<file path="src/rtl/dac_multi_ch.sv">
// Multi-channel serial DAC driver: per-channel shadow words with dirty tracking,
// sent MSB-first over cs_n/sclk/din in ascending channel order.
module dac_multi_ch #(
    parameter int unsigned WORD_W   = 16,
    parameter int unsigned CHANNELS = 2,
    parameter int unsigned CH_W     = 1,
    parameter int unsigned SCLK_DIV = 2,
    parameter int unsigned GAP_CYC  = 2
) (
    input  logic              clk_50mhz,
    input  logic              rst,
    input  logic              wr_en,
    input  logic [CH_W-1:0]   wr_ch,
    input  logic [WORD_W-1:0] wr_data,
    input  logic              start,
    input  logic              auto_en,
    output logic              dac_cs_n,
    output logic              dac_sclk,
    output logic              dac_din,
    output logic              busy,
    output logic              done,
    output logic [CH_W-1:0]   cur_ch
);

    localparam int unsigned CNT_MAX = (SCLK_DIV > GAP_CYC) ? SCLK_DIV : GAP_CYC;
    localparam int unsigned CNT_W   = $clog2(CNT_MAX + 1);
    localparam int unsigned BIT_W   = $clog2(WORD_W);

    typedef enum logic [1:0] {StIdle, StHigh, StLow, StGap} state_e;

    state_e              state_q, state_d;
    logic [CNT_W-1:0]    div_cnt_q, div_cnt_d;
    logic [BIT_W-1:0]    bit_cnt_q, bit_cnt_d;
    logic [WORD_W-1:0]   shift_q, shift_d;
    logic                cs_n_q, cs_n_d;
    logic                sclk_q, sclk_d;
    logic                din_q, din_d;
    logic                busy_q, busy_d;
    logic                done_q, done_d;
    logic [CH_W-1:0]     cur_ch_q, cur_ch_d;
    logic [CHANNELS-1:0] dirty_q, dirty_d;
    logic [WORD_W-1:0]   shadow_q [CHANNELS];

    logic                wr_valid;
    logic                any_dirty;
    logic                launch;
    logic [CH_W-1:0]     sel_ch;

    assign wr_valid  = wr_en && (32'(wr_ch) < CHANNELS);
    assign any_dirty = |dirty_q;

    // Descending scan so the lowest-index dirty channel wins.
    always_comb begin
        sel_ch = '0;
        for (int i = int'(CHANNELS) - 1; i >= 0; i--) begin
            if (dirty_q[i]) begin
                sel_ch = CH_W'(i);
            end
        end
    end

    always_comb begin
        state_d   = state_q;
        div_cnt_d = div_cnt_q;
        bit_cnt_d = bit_cnt_q;
        shift_d   = shift_q;
        cs_n_d    = cs_n_q;
        sclk_d    = sclk_q;
        din_d     = din_q;
        busy_d    = busy_q;
        done_d    = 1'b0;
        cur_ch_d  = cur_ch_q;
        launch    = 1'b0;

        unique case (state_q)
            StIdle: begin
                if (start || (auto_en && any_dirty)) begin
                    if (any_dirty) begin
                        launch = 1'b1;
                    end else begin
                        done_d = 1'b1;
                    end
                end
            end
            StHigh: begin
                if (div_cnt_q == CNT_W'(SCLK_DIV - 1)) begin
                    div_cnt_d = '0;
                    sclk_d    = 1'b0;
                    state_d   = StLow;
                end else begin
                    div_cnt_d = div_cnt_q + 1'b1;
                end
            end
            StLow: begin
                if (div_cnt_q == CNT_W'(SCLK_DIV - 1)) begin
                    div_cnt_d = '0;
                    sclk_d    = 1'b1;
                    if (32'(bit_cnt_q) < WORD_W - 1) begin
                        bit_cnt_d = bit_cnt_q + 1'b1;
                        shift_d   = shift_q << 1;
                        din_d     = shift_q[WORD_W-2];
                        state_d   = StHigh;
                    end else begin
                        cs_n_d  = 1'b1;
                        din_d   = 1'b0;
                        state_d = StGap;
                    end
                end else begin
                    div_cnt_d = div_cnt_q + 1'b1;
                end
            end
            StGap: begin
                if (div_cnt_q == CNT_W'(GAP_CYC - 1)) begin
                    div_cnt_d = '0;
                    if (any_dirty) begin
                        launch = 1'b1;
                    end else begin
                        state_d  = StIdle;
                        busy_d   = 1'b0;
                        done_d   = 1'b1;
                        cur_ch_d = '0;
                    end
                end else begin
                    div_cnt_d = div_cnt_q + 1'b1;
                end
            end
            default: state_d = StIdle;
        endcase

        if (launch) begin
            state_d   = StHigh;
            div_cnt_d = '0;
            bit_cnt_d = '0;
            shift_d   = shadow_q[sel_ch];
            din_d     = shadow_q[sel_ch][WORD_W-1];
            cs_n_d    = 1'b0;
            sclk_d    = 1'b1;
            busy_d    = 1'b1;
            cur_ch_d  = sel_ch;
        end

        // A same-cycle write to the launching channel keeps it dirty.
        dirty_d = dirty_q;
        if (launch) begin
            dirty_d[sel_ch] = 1'b0;
        end
        if (wr_valid) begin
            dirty_d[wr_ch] = 1'b1;
        end
    end

    always_ff @(posedge clk_50mhz) begin
        if (rst) begin
            state_q   <= StIdle;
            div_cnt_q <= '0;
            bit_cnt_q <= '0;
            shift_q   <= '0;
            cs_n_q    <= 1'b1;
            sclk_q    <= 1'b1;
            din_q     <= 1'b0;
            busy_q    <= 1'b0;
            done_q    <= 1'b0;
            cur_ch_q  <= '0;
            dirty_q   <= '0;
            for (int i = 0; i < int'(CHANNELS); i++) begin
                shadow_q[i] <= '0;
            end
        end else begin
            state_q   <= state_d;
            div_cnt_q <= div_cnt_d;
            bit_cnt_q <= bit_cnt_d;
            shift_q   <= shift_d;
            cs_n_q    <= cs_n_d;
            sclk_q    <= sclk_d;
            din_q     <= din_d;
            busy_q    <= busy_d;
            done_q    <= done_d;
            cur_ch_q  <= cur_ch_d;
            dirty_q   <= dirty_d;
            if (wr_valid) begin
                shadow_q[wr_ch] <= wr_data;
            end
        end
    end

    assign dac_cs_n = cs_n_q;
    assign dac_sclk = sclk_q;
    assign dac_din  = din_q;
    assign busy     = busy_q;
    assign done     = done_q;
    assign cur_ch   = cur_ch_q;

endmodule

</file>
<file path="config.mk">
export PLATFORM = sky130hd
export DESIGN_NAME = dac_multi_ch
export DESIGN_NICKNAME = d
export VERILOG_FILES = /design/src/rtl/dac_multi_ch.sv
export SDC_FILE = /design/constraint.sdc
export NUM_CORES = 1
export LEC_CHECK = 0
export ABC_AREA = 1
export BUFFER_PORTS_ARGS = -buffer_cell sky130_fd_sc_hd__buf_4
export CORE_MARGIN = 1
export CORE_UTILIZATION = 58
export CTS_BUF_LIST = sky130_fd_sc_hd__clkbuf_4
export DETAILED_ROUTE_END_ITERATION = 10
export PLACE_DENSITY = 0.74
export SLEW_MARGIN = 20
export SYNTH_ARGS = -nofsm -noshare
export SYNTH_HDL_FRONTEND = slang
export SYNTH_SLANG_ARGS = --single-unit
export TNS_END_PERCENT = 1
</file>
<file path="constraint.sdc">
create_clock -name clk_50mhz -period 2.2 [get_ports clk_50mhz]
set_input_delay 0.44 -clock clk_50mhz [delete_from_list [all_inputs] [get_ports clk_50mhz]]
set_output_delay 0.44 -clock clk_50mhz [all_outputs]
set_load 0.02 [all_outputs]
</file>
==> results of run 1 <==
## power breakdown
| group | total, mW | leakage, nW | switching, mW | internal [mW] |
|---|---|---|---|---|
| combinational | 0.922 | 0.998 | 0.571 | 0.351 |
| clock | 0.880 | 0.0859 | 0.401 | 0.478 |
| sequential | 1.50 | 0.569 | 0.0986 | 1.40 |
| total | 3.30 | 1.65 | 1.07 | 2.23 |
## worst min-delay path by stage
stage	start	endpoint	slack, ns
detailed placement	div_cnt_q[1]	div_cnt_q[1]	0.47
global route	rst	shift_q[2]	0.34
finish	wr_data[9]	shadow_q[1][9]	0.34
global placement	div_cnt_q[1]	div_cnt_q[1]	0.46
floorplan	div_cnt_q[1]	div_cnt_q[1]	0.44
CTS	rst	shift_q[3]	0.33
## metal layers
layer,up-vias,share of wire [%]
met3,10,4.1
met4,0,1.8
met2,60,46
met1,1172,48
li1,1310,-
met5,-,0
## Yosys cell counts, types with 8 or more instances
cell type                  instances
sky130_fd_sc_hd__a21oi_1          22
sky130_fd_sc_hd__buf_2            14
sky130_fd_sc_hd__dfxtp_1          31
sky130_fd_sc_hd__edfxtp_1         32
sky130_fd_sc_hd__inv_1            57
sky130_fd_sc_hd__nand2_1          77
sky130_fd_sc_hd__nand3_1          41
sky130_fd_sc_hd__nand3_2          15
sky130_fd_sc_hd__nand4_1          17
sky130_fd_sc_hd__nor2_1           41
sky130_fd_sc_hd__o21ai_0           8
## cell families (layout without fill, tap and decap cells)
kind of cell	count (synthesis)	after routing	synth area share [%]
AOI/OAI and AO/OA	33	33	5.547
buffers and inverters	79	113	11.09
adders and majority gates	5	5	1.967
and+or+nand+nor	205	205	31.39
xor gates and xnor gates	1	1	0.2754
DFF	63	63	49.72
## worst max-delay path: stages (launching register included)
cell,delay [ns]
sky130_fd_sc_hd__dfxtp_1,0.41
sky130_fd_sc_hd__inv_1,0.11
sky130_fd_sc_hd__ha_1,0.35
sky130_fd_sc_hd__nor2_2,0.15
sky130_fd_sc_hd__nand3_2,0.36
sky130_fd_sc_hd__buf_4,0.32
sky130_fd_sc_hd__nand2_1,0.06
sky130_fd_sc_hd__nand2_1,0.06
sky130_fd_sc_hd__a21oi_1,0.15
## area by class of cell
type	instances	share of cell area (%)
Timing Repair Buffer	39	8.813
Sequential cell	63	43.86
Clock inverter	5	2.012
Clock buffer	11	2.290
Multi-Input combinational cell	244	34.56
Inverter	58	6.037
Tap cell	70	2.429
## registers in the layout, indices dropped and copies added (netlist names)
| register | count |
|---|---|
| shadow_q | 32 |
| shift_q | 15 |
| bit_cnt_q | 4 |
| dirty_q | 2 |
| div_cnt_q | 2 |
| state_q | 2 |
| busy | 1 |
| cur_ch | 1 |
| dac_cs_n | 1 |
| dac_din | 1 |
| dac_sclk | 1 |
| done | 1 |
## through the flow
step | power [mW] | instance area (µm²) | instances | setup WS, ns
floorplan | 2.219 | 3181 | 386 | 0.2864
global placement | 2.410 | 3451 | 474 | 0.3407
detailed placement | 2.437 | 3451 | 474 | 0.2356
CTS | 3.312 | 3606 | 490 | 0.1990
global route | 3.498 | 3606 | 490 | 0.03310
finish | 3.302 | 3606 | 490 | 0.1540
==> Implementation_results.wiki, run 1 <==
{| class="wikitable"
! Metric !! Value
|-
| Library cell used as clock root buffer || sky130_fd_sc_hd__clkbuf_4
|-
| Initial drt markers || 186
|-
| Effective utilization at floorplan || about three fifths
|-
| Total I/O pin count || 28
|-
| Nets in the synthesized netlist || slightly above 400
|-
| H-tree lvl count || 3
|-
| Largest area contributor in the netlist || sky130_fd_sc_hd__edfxtp_1
|-
| Worst-case clock buffer depth || 2
|-
| Number of global-route vias before repair || roughly 2400
|-
| Nets || 442
|-
| Residual overflow from global routing || 0
|-
| Synthesized netlist cell count || ~390
|-
| TritonCTS clock tree || yes
|-
| Power per standard cell area || roughly 920 nW/µm²
|-
| First-pass DRT Iterations || 4
|-
| Number of inserted filler cells in the final layout || around 440
|-
| Critical path start-end classification || reg -> reg
|-
| Number of hold buffers added after cts || 0
|-
| Unrepaired setup endpoints after global routing || false
|-
| # rows || 26
|-
| Post-synth cell types || 26
|-
| Synth top area share || a little under a third
|-
| Residual DRC count || 0
|-
| Avg Cell Area, Syn || 8.240 µm²
|-
| Fraction of layout instances using a drive strength above 1 || between 10% and 20%
|-
| Post-synthesis cell area || 3181 µm²
|-
| Maximum number of pins on one net before global-route repair || 20
|-
| Tcrit/Tclk final || between 90% and 100%
|-
| Most frequent standard cell in the layout excluding fill and tap cells || sky130_fd_sc_hd__nand2_1
|-
| Static power due to leakage || roughly 1.7 nW
|-
| Number of max-slew violations in the final report || 0
|-
| Total CTS buffers || 9
|-
| HPWL after detailed placement || 4.166 mm
|-
| Met3 track utilization from global routing || 4.431%
|-
| Register-to-register path setup slack || around 0.15 ns
|-
| Max-Slew Margin vs Limit || between 60 and 70%
|-
| Ys flop type || sky130_fd_sc_hd__edfxtp_1
|-
| Total vias in the final route || around 2600
|-
| Max Fclk || approximately 490 MHz
|-
| Std-Cell Core Area || between 5000 and 6000 µm²
|-
| Crit path max fanout || 17
|-
| Capture point of the worst reg-to-reg path || shift_q[7]
|-
| Post-CTS repair timing setup buffer count || 0
|-
| Outcome || completed
|-
| Mean routed wirelength per cell || around 13 µm
|-
| Tot GR Track Use || a little under a quarter
|-
| Portion of the post-synthesis area used by sequential elements || between 40% and 50%
|-
| Capture point of the worst path || shift_q[7]
|-
| Hold Fails Final Rpt || 0
|-
| Antenna violations before repair || 0
|-
| Time the final worst path needs with I/O delays and setup || 2.046 ns
|-
| Post-detailed-route via-to-cell ratio || 5.208
|-
| Global-route track usage on met2 || about two fifths
|-
| Crit. End Element || flop
|-
| Fraction of registers with async set or reset after synthesis || 0%
|-
| Sinks on Clock Net || 63
|-
| Area of the multi-input gates || approximately 1200 µm²
|-
| Post-synthesis register bit count || 63
|-
| Grt peak-use layer || met2
|-
| Sum of negative setup slack || 0 ns
|-
| Worst min path class || in -> reg
|-
| Setup skew after layout || 0.007134 ns
|-
| FF/Latch Area || about 1600 µm²
|-
| Vertical die dimension || between 70 and 80 µm
|-
| Count of inserted antenna diode cells || 0
|-
| Worst slew pin tran || approximately 0.52 ns
|-
| Beginning of the critical path || state_q[0]
|-
| Port-buffer cells || 27
|-
| Data required time of the critical path || about 2.5 ns
|-
| Utilization of the core after routing || around 69%
|-
| Syn-to-layout area delta || 13.38%
|-
| Worst Hold Margin || ~0.34 ns
|-
| Clock latency reported for the late side of the worst-skew pair || between 0.3 and 0.4 ns
|-
| Post-cts repair resize count || 0
|-
| Final weighted congestion in routability-driven placement || 0.8391
|-
| Worst reg2reg path startpoint || state_q[0]
|-
| Total number of yosys warnings || 0
|-
| Clock transition time at the flip-flop clock pins of the worst setup and hold paths || 0.10 ns
|-
| Met1 track demand over resource in global routing || ~31%
|-
| Setup crit start kind || flop
|-
| Worst ir drop on vdd || roughly 0.52 mV
|-
| Overall die width || about 76 µm
|-
| Number of enable flip-flop cells after synthesis || 32
|-
| Floorplan die area || between 5000 and 6000 µm²
|-
| Global-route wire length before repair || approximately 11 mm
|-
| Number of maximum-capacitance violations || 0
|-
| Worst hold path cell count || 3
|-
| Largest cells by area after synthesis || sky130_fd_sc_hd__edfxtp_1, sky130_fd_sc_hd__dfxtp_1, sky130_fd_sc_hd__nand2_1
|-
| Final WL || roughly 6.3 mm
|-
| Data arrival, critical path || approximately 2.4 ns
|-
| Final-report setup violation count || 0
|-
| R2R cell count || 8
|-
| Commonest cells after routing, fill and taps aside || sky130_fd_sc_hd__nand2_1, sky130_fd_sc_hd__inv_1, sky130_fd_sc_hd__nor2_1, sky130_fd_sc_hd__nand3_1, sky130_fd_sc_hd__buf_4
|-
| Number of nets with antenna violations after routing || 0
|}
No activity file was read; power rests on OpenSTA's default activity.
==> run 2: changes to the inputs <==
--- a/config.mk
+++ b/config.mk
@@ -7,11 +7,13 @@
 export LEC_CHECK = 0
 export ABC_AREA = 1
 export BUFFER_PORTS_ARGS = -buffer_cell sky130_fd_sc_hd__buf_4
+export CELL_PAD_IN_SITES_DETAIL_PLACEMENT = 1
+export CELL_PAD_IN_SITES_GLOBAL_PLACEMENT = 2
 export CORE_MARGIN = 1
-export CORE_UTILIZATION = 58
+export CORE_UTILIZATION = 37
 export CTS_BUF_LIST = sky130_fd_sc_hd__clkbuf_4
 export DETAILED_ROUTE_END_ITERATION = 10
-export PLACE_DENSITY = 0.74
+export PLACE_DENSITY = 0.77
 export SLEW_MARGIN = 20
 export SYNTH_ARGS = -nofsm -noshare
 export SYNTH_HDL_FRONTEND = slang
==> run 2 against run 1 <==
  * Final cell count is 7.1% higher
  * Via count barely moved
  * Critical path depth stayed put
  * Design area grew 0.56%
  * Sequential power about the same
  * Clock skew is 0.012 ns higher
  * Critical endpoint is now shift_q[3]
  * Largest cell class unchanged
  * Highest routed layer unchanged
==> Implementation_results.wiki, run 2 (synthesis results as in run 1) <==
{| class="wikitable"
! Metric !! Value
|-
| Crit. End Element || flop
|-
| Switching part of the total || about 33%
|-
| Number of maximum-capacitance violations || 0
|-
| Post-cts repair resize count || 0
|-
| Count of inserted antenna diode cells || 0
|-
| Startpoint of the lowest-slack hold path || wr_data[6]
|-
| Number of max-slew violations in the final report || 0
|-
| Worst Hold Margin || between 0.3 and 0.4 ns
|-
| Sinks on Clock Net || 63
|-
| H-tree lvl count || 3
|-
| Part of the total power dissipated in the clock network || about a quarter
|-
| Clock latency reported for the late side of the worst-skew pair || 0.40 ns
|-
| Max Fclk || roughly 540 MHz
|-
| Cell-by-cell trace of the critical path || ha_1 -> nor2_1 -> nand2_4 -> nand3_2 -> buf_4 -> nand2_1 -> nand2_1 -> a21oi_2
|-
| Tcrit/Tclk final || 84.12%
|-
| Setup crit start kind || flop
|-
| Library cell used as clock root buffer || sky130_fd_sc_hd__clkbuf_4
|-
| Total vias in the final route || between 2000 and 3000
|-
| Dpl ws || roughly 0.36 ns
|-
| Critical path start-end classification || reg -> reg
|-
| Registers with the most flip-flops || shadow_q x32, shift_q x15, bit_cnt_q x4
|-
| Residual DRC count || 0
|-
| Register-to-register path setup slack || 0.35 ns
|-
| Std-Cell Core Area || slightly above 8000 µm²
|-
| Antenna violations before repair || 0
|-
| Most frequent standard cell in the layout excluding fill and tap cells || sky130_fd_sc_hd__nand2_1
|-
| # rows || 33
|-
| First-pass DRT Iterations || 4
|-
| Setup skew after layout || ~0.019 ns
|-
| Most used cell, CP || sky130_fd_sc_hd__nand2_1
|-
| Mean routed wirelength per cell || 14.11 µm
|-
| Total CTS buffers || 9
|-
| Unrepaired setup endpoints after global routing || false
|-
| Number of global-route vias before repair || ~2600
|-
| Vertical die dimension || 94.72 µm
|-
| Number of hold buffers added after cts || 0
|-
| HPWL after detailed placement || 5.114 mm
|-
| Syn-to-layout area delta || 14.00%
|-
| Combinational group share of total power || between 20 and 30%
|-
| Final WL || about 7.4 mm
|-
| Number of flip-flops under the largest register name || 32
|-
| Tot GR Track Use || 18.53%
|-
| Outcome || completed
|-
| R2R cell count || 8
|-
| WHS Endpoint || shadow_q[1][6]
|-
| Internal power of the cells || approximately 2.2 mW
|-
| Worst min path class || in -> reg
|-
| Effective utilization at floorplan || 38.52%
|-
| Static power due to leakage || about 1.6 nW
|-
| Worst slew pin tran || approximately 0.56 ns
|-
| Total I/O pin count || 28
|-
| Final-report setup violation count || 0
|-
| Hold Fails Final Rpt || 0
|-
| Post-CTS repair timing setup buffer count || 0
|-
| Post-detailed-route via-to-cell ratio || just under 5
|-
| Largest reg by FF count || shadow_q
|-
| Worst-case clock buffer depth || 2
|-
| Port-buffer cells || 27
|-
| Overall die width || ~95 µm
|-
| Clock transition time at the flip-flop clock pins of the worst setup and hold paths || between 0.1 and 0.15 ns
|-
| Max-Slew Margin vs Limit || around 63%
|-
| Residual overflow from global routing || 0
|-
| Floorplan die area || between 8000 and 9000 µm²
|-
| Number of nets with antenna violations after routing || 0
|-
| Switching pwr || 1.100 mW
|-
| Global-route wire length before repair || 12.46 mm
|-
| Commonest cells after routing, fill and taps aside || sky130_fd_sc_hd__nand2_1, sky130_fd_sc_hd__inv_1, sky130_fd_sc_hd__nor2_1, sky130_fd_sc_hd__nand3_1, sky130_fd_sc_hd__buf_4
|-
| Worst ir drop on vdd || 0.3109 mV
|-
| Capture point of the worst reg-to-reg path || shift_q[3]
|-
| Initial drt markers || 82
|-
| Crit path largest cell delay || 0.39 ns
|-
| Final weighted congestion in routability-driven placement || slightly below 0.7
|-
| Data arrival, critical path || between 2 and 2.5 ns
|-
| Worst hold path cell count || 3
|-
| Power per standard cell area || 909.6 nW/µm²
|-
| Nets || between 400 and 500
|-
| TritonCTS clock tree || yes
|-
| Sum of negative setup slack || 0 ns
|-
| Time the final worst path needs with I/O delays and setup || ~1.9 ns
|-
| Crit path max fanout || 17
|-
| Maximum number of pins on one net before global-route repair || 20
|-
| Sequential fraction of design power || about 45%
|-
| Final setup slack of the worst path || ~0.35 ns
|-
| Data required time of the critical path || ~2.6 ns
|-
| Cell with the biggest individual delay on the critical path || sky130_fd_sc_hd__dfxtp_1
|-
| Fraction of layout instances using a drive strength above 1 || 19.52%
|-
| Worst reg2reg path startpoint || state_q[1]
|}
[run 2: cell count changes in the layout (fill, tap and decap cells not counted)]
cell,delta
sky130_fd_sc_hd__clkinv_1,-1
sky130_fd_sc_hd__clkbuf_4,-1
sky130_fd_sc_hd__buf_12,-2
sky130_fd_sc_hd__clkinv_2,+1
sky130_fd_sc_hd__buf_4,+3
[run 2: final cells by class]
| type | instances | area (µm²) |
|---|---|---|
| multi-input cells | 244 | 1246 |
| inverters | 58 | 217.7 |
| clock buffers | 10 | 75.07 |
| repair buffers | 40 | 300.3 |
| well taps | 105 | 131.4 |
| flip-flops and latches | 63 | 1582 |
| clock inverters | 5 | 73.82 |
| fillers | 1017 | 4632 |
[run 2: power groups by stage]
stage	clock network, mW	registers, mW	logic, mW
6_report	0.880	1.49	0.926
5_1_grt	0.969	1.52	1.05
4_1_cts	0.917	1.50	0.943
3_5_place_dp	0	1.52	0.938
3_3_place_gp	0	1.52	0.919
2_1_floorplan	0	1.53	0.693
[run 2: how the worst max path moves through the flow]
stage	startpoint	end	slack, ns
3_3_place_gp	state_q[0]	shift_q[7]	0.45
5_1_grt	state_q[1]	shift_q[13]	0.14
3_5_place_dp	state_q[1]	shift_q[3]	0.36
4_1_cts	state_q[1]	shift_q[3]	0.33
6_report	state_q[1]	shift_q[3]	0.35
2_1_floorplan	rst	shadow_q[1][0]	0.29
[run 2: critical path: cells and delay by family, from the launching register on]
family	cells	cell delay, ns
buffers and inverters	1	0.31
and+or+nand+nor	5	0.71
AOI/OAI and AO/OA	1	0.12
DFF	1	0.39
adders and majority gates	1	0.27
[run 2: metrics by stage]
step | area, µm² | cells | total power, mW | utilization, %
floorplan | 3181 | 386 | 2.219 | -
global placement | 3477 | 510 | 2.435 | 42.11
detailed placement | 3477 | 510 | 2.460 | 42.11
CTS | 3626 | 525 | 3.355 | 43.91
global route | 3626 | 525 | 3.534 | 43.91
finish | 3626 | 525 | 3.298 | 43.91
[run 2: routing by layer]
metal	vias up	part of all wire [%]	global-route usage [%]
met2	33	47	31.12
met1	1196	49	24.13
met3	10	2.3	2.899
met5	-	0	0
li1	1315	-	-
met4	0	1.4	6.439
